[src/rtl/cube_edge_scheduler.sv]
// cube_edge_scheduler: shares one line engine across the six slanted cube edges per pixel row
module cube_edge_scheduler #(
  parameter logic [10:0] XLENGTH = 11'd120,
  parameter logic [10:0] XDIAG = 11'd50,
  parameter logic [9:0] YDIAG = 10'd90,
  parameter logic [7:0] TIMEOUT = 8'd64
) (
  input  logic clk,
  input  logic reset,
  input  logic row_start,
  input  logic [9:0] row_y,
  input  logic [10:0] x_offset,
  input  logic [9:0] y_offset,
  output logic busy,
  output logic row_done,
  output logic err,
  output logic eng_start,
  output logic [10:0] eng_x0,
  output logic [10:0] eng_x1,
  output logic [9:0] eng_y0,
  output logic [9:0] eng_y1,
  output logic [9:0] eng_ytgt,
  input  logic eng_done,
  input  logic [10:0] eng_x,
  output logic [10:0] x_06,
  output logic [10:0] x_12,
  output logic [10:0] x_50,
  output logic [10:0] x_64,
  output logic [10:0] x_23,
  output logic [10:0] x_45
);
  typedef enum logic [2:0] {IDLE, LOAD, ISSUE, WAIT, DONE} state_t;
  state_t state, state_n;
  logic [9:0] ry, yo, vy2, vy3;
  logic [10:0] xo, vx1, vx2, vx5, vx6, wv;
  logic [2:0] idx;
  logic [7:0] cnt;
  logic [10:0] ex0 [6], ex1 [6], sh [6], xq [6];
  logic [9:0] ey0 [6], ey1 [6];
  logic in_range, tmo, wr;
  assign vx1 = xo + XLENGTH;
  assign vx2 = vx1 + XDIAG;
  assign vx5 = xo - XDIAG;
  assign vx6 = xo + XDIAG;
  assign vy2 = yo + YDIAG;
  assign vy3 = vy2 + YDIAG;
  assign in_range = ey0[idx] <= ry && ry <= ey1[idx];
  assign tmo = cnt == TIMEOUT - 8'd1;
  assign wr = (state == ISSUE && !in_range) || (state == WAIT && (eng_done || tmo));
  assign wv = state == WAIT ? (eng_done ? eng_x : 11'h7FF) : 11'd0;
  assign busy = state != IDLE;
  assign row_done = state == DONE;
  assign eng_start = state == ISSUE && in_range;
  assign eng_x0 = ex0[idx];
  assign eng_x1 = ex1[idx];
  assign eng_y0 = ey0[idx];
  assign eng_y1 = ey1[idx];
  assign eng_ytgt = ry;
  // the final shadow values are visible in the DONE cycle itself, then held in xq
  assign x_06 = row_done ? sh[0] : xq[0];
  assign x_12 = row_done ? sh[1] : xq[1];
  assign x_50 = row_done ? sh[2] : xq[2];
  assign x_64 = row_done ? sh[3] : xq[3];
  assign x_23 = row_done ? sh[4] : xq[4];
  assign x_45 = row_done ? sh[5] : xq[5];
  always_ff @(posedge clk) begin
    if (!reset) state <= IDLE;
    else state <= state_n;
  end
  always_comb begin
    state_n = state;
    if (state == IDLE) state_n = row_start ? LOAD : IDLE;
    else if (state == LOAD) state_n = ISSUE;
    else if (state == ISSUE && in_range) state_n = WAIT;
    else if (wr) state_n = idx == 3'd5 ? DONE : ISSUE;
    else if (state == DONE) state_n = IDLE;
  end
  always_ff @(posedge clk) begin
    if (!reset) begin
      ry <= '0;
      xo <= '0;
      yo <= '0;
      err <= 1'b0;
      idx <= '0;
      cnt <= '0;
      ex0 <= '{default: '0};
      ex1 <= '{default: '0};
      ey0 <= '{default: '0};
      ey1 <= '{default: '0};
      sh <= '{default: '0};
      xq <= '{default: '0};
    end else begin
      if (state == IDLE && row_start) begin
        ry <= row_y;
        xo <= x_offset;
        yo <= y_offset;
        err <= 1'b0;
      end
      if (state == LOAD) begin
        idx <= '0;
        ex0 <= '{xo, vx1, xo, vx6, vx2, vx5};
        ex1 <= '{vx6, vx2, vx5, xo, vx1, xo};
        ey0 <= '{yo, yo, yo, vy2, vy2, vy2};
        ey1 <= '{vy2, vy2, vy2, vy3, vy3, vy3};
      end
      cnt <= state == ISSUE ? 8'd0 : state == WAIT ? cnt + 8'd1 : cnt;
      if (wr) begin
        sh[idx] <= wv;
        if (idx != 3'd5) idx <= idx + 3'd1;
      end
      if (state == WAIT && tmo && !eng_done) err <= 1'b1;
      if (state == DONE) xq <= sh;
    end
  end
endmodule

[config.mk]
export PLATFORM = sky130hd
export DESIGN_NAME = cube_edge_scheduler
export DESIGN_NICKNAME = d
export VERILOG_FILES = /design/src/rtl/cube_edge_scheduler.sv
export SDC_FILE = /design/constraint.sdc
export NUM_CORES = 1
export LEC_CHECK = 0
export CAP_MARGIN = 25
export CORE_AREA = 2 2 137 139
export CTS_BUF_LIST = sky130_fd_sc_hd__clkbuf_8
export DETAILED_ROUTE_END_ITERATION = 6
export DIE_AREA = 0 0 139 141
export DONT_BUFFER_PORTS = 1
export GPL_TIMING_DRIVEN = 1
export PLACE_DENSITY = 0.89
export SYNTH_ARGS = -nofsm -noshare
export SYNTH_HDL_FRONTEND = slang
export SYNTH_SLANG_ARGS = --single-unit
[constraint.sdc]
create_clock -name clk -period 5.6 [get_ports clk]
set_input_delay 0.56 -clock clk [delete_from_list [all_inputs] [get_ports clk]]
set_output_delay 0.56 -clock clk [all_outputs]
set_load 0.05 [all_outputs]
==> results.ini <==
[cells_and_area]
design_area_sq_mm=0.0126
fillers=1400
multi_input_area_sq_mm=0.00602
fin_nets=1358
regArea_sq_mm=0.00503
area_delta_synth_final_pct=8.56
final_util_pct=68.9
final_common_cell=dfxtp_1
diodes=0
layout-drive-gt1-share_pct=14.0
final_cell_mix=dfxtp_1 (250), nand2_1 (229), a21oi_1 (97)

[logic_synthesis]
ys.flop_type=dfxtp_1
synth_edf_count=0
ys_seq_area_share_pct=43.3
yosys_warnings=0
synth_seq_cells=251
synth.distinct_cells=57
syn_inst=1299
syn_avg_cell_area_sq_um=8.93
synthesis.area_sq_mm=0.0116
async_flop_share_pct=0
mappedNetlistNets=1377

[placement]
dp_slack_ns=1.22
io_buffer_count=0
hpwl_um=18200
globalplace.congestion=0.850
place_area_sq_mm=0.0117

[timing]
rsz0062_at_grt=no
max_freq_mhz=213
period_minus_slack_ns=4.69
setup_slack_ns=0.906
relSlewSlack_pct=24.9
finalSetupViolCount=0
slew_viol_final=0
hold_viol=0
worstMarginPinSlew_ns=1.11
fin_crit_sh_pct=83.8
finClkSkew_ns=0.0209
setup_tns_ns=0

[cts]
tritoncts=done
clock_latency_ns=0.55
cts_setup_buffers=0
ctsResizeCount=0
cts_sinks=251
clk_pin_slew_ns=0.06
clockBufferDepth=3
clock-root-buffer=clkbuf_8
htreeDepth=2
cts_hold_buf=0
cts_buffers=40

[drt]
num_vias=9167
route.detailed.drc=0
wl_per_cell_um=17.8
totalWireLength_um=27600
via_per_inst=5.93
dr.pass1.iters=5
detail-route-antenna-nets=0
drtIter0Drc=712

[critical_path]
startpoint=idx[2]
cp.required_ns=5.04
start_kind=flop
worstPathArrival_ns=4.13
end_kind=primary output
cp_max_fo=25
critPathKind=flop to primary output
r2r_start=idx[2]

[job]
drv_cap=0

[power]
p_int_uw=3130
switching_share_pct=34.9
powerDensity_mw_per_mm2=382
ir_worst_vdd_mv=0.279
cellLeakagePower_uw=0.00525
p_seq_share_pct=42.6
comb_power_share_pct=24.5
power.switching_uw=1680
power_frac_clock_pct=33.0

[floorplanning]
start_util_pct=63.5
die_area_sq_mm=0.0196
core.rowCount=50
die_h_um=141
top_level_ports=168
core_area_sq_mm=0.0183
fp.dieW_um=139

[grt]
grt_max_degree=154
grt_usage_pct=27.2
antenna_found_initial=0
grt_pass1_vias=8679
grt-ovfl-total=0
grt_first_pass_wirelength_um=43900

[run_status]
status=completed

[hold_path]
hold_path_startpoint=x_offset[4]
hp-class=primary input to flop

## registers in the layout, summed over array words and instances, names as in the netlist, 8 cells and up
name	cells
sh	66
xq	66
ex1	46
ey0	19
xo	11
eng_ytgt	10
yo	10
cnt	8
ey1	8
## critical path, stage by stage (launching register included)
cell      delay, ns
dfxtp_1        0.92
nand2_1        0.14
o21ai_1        0.15
buf_4          0.24
a22o_1         0.54
ha_1           0.36
nand2b_1       0.09
a211oi_1       0.08
a2111o_1       0.42
a22oi_1        0.27
and2_1         0.18
buf_4          0.19
## power groups by stage
stage	combinational, uW	clock, uW	sequential (uW)
after floorplan	971	0	2030
after global placement	1080	0	2080
after detailed placement	1150	0	2080
after CTS	1160	1610	2050
after global routing	1270	1690	2060
final	1180	1590	2050
## cell usage after synthesis (all sizes together) (5+ instances only)
master	count	share of area, %
a22oi	16	1.0
nor2b	6	0.32
dfxtp	251	43
buf	29	1.4
nand4	9	0.49
a221oi	7	0.53
nor2	73	2.4
a211oi	24	1.6
a21o	6	0.39
nand3	13	0.56
xnor2	29	2.2
o21ai	31	1.3
nor3	14	0.60
mux2	73	7.1
inv	35	1.1
xor2	14	1.1
ha	32	3.5
clkbuf	70	2.3
or3	5	0.27
a22o	11	0.83
a21oi	97	4.2
nand2	229	7.4
mux2i	89	7.7
and2	75	4.0
o22ai	10	0.54
## layer usage
| metal | vias to the layer above | part of all wire (%) | global-route usage [%] |
|---|---|---|---|
| li1 | 4402 | - | - |
| met1 | 4333 | 40 | 33.0 |
| met2 | 358 | 49 | 46.8 |
| met3 | 74 | 8.1 | 6.45 |
| met4 | 0 | 2.8 | 10.8 |
| met5 | - | 0 | 0 |
## metrics by stage
stage	instances	power, uW	hold WS [ns]
floorplan	1299	3000	0.431
global placement	1458	3160	0.441
detailed placement	1468	3230	0.445
CTS	1541	4810	0.117
global route	1545	5030	0.123
finish	1545	4810	0.134
## layout make-up
type | instances | area share [%]
clock buffers | 50 | 5.47
flip-flops and latches | 251 | 39.9
multi-input cells | 914 | 47.8
well taps | 234 | 2.33
inverters | 35 | 1.04
repair buffers | 38 | 2.31
clock inverters | 23 | 1.09
## cells by family (layout without fill, tap and decap cells)
| logic type | after synthesis | in the layout | synth area share (%) |
|---|---|---|---|
| XOR/XNOR | 43 | 43 | 3.25 |
| multiplexers | 162 | 162 | 14.8 |
| adder cells (fa/ha/maj) | 32 | 32 | 3.45 |
| AND/OR/NAND/NOR | 443 | 443 | 17.2 |
| buffers and inverters | 134 | 146 | 4.79 |
| AO/OA/AOI/OAI | 234 | 234 | 13.2 |
| flip-flops | 251 | 251 | 43.3 |
## final timing paths
path / end / slack [ns] / cells after the start
max reg2reg: sh[50] / 1.08 / 11
min reg2reg: ey1[13] / 0.45 / 2
max: eng_start / 0.91 / 11
min: xo[4] / 0.13 / 2
No activity file was read; power rests on OpenSTA's default activity.
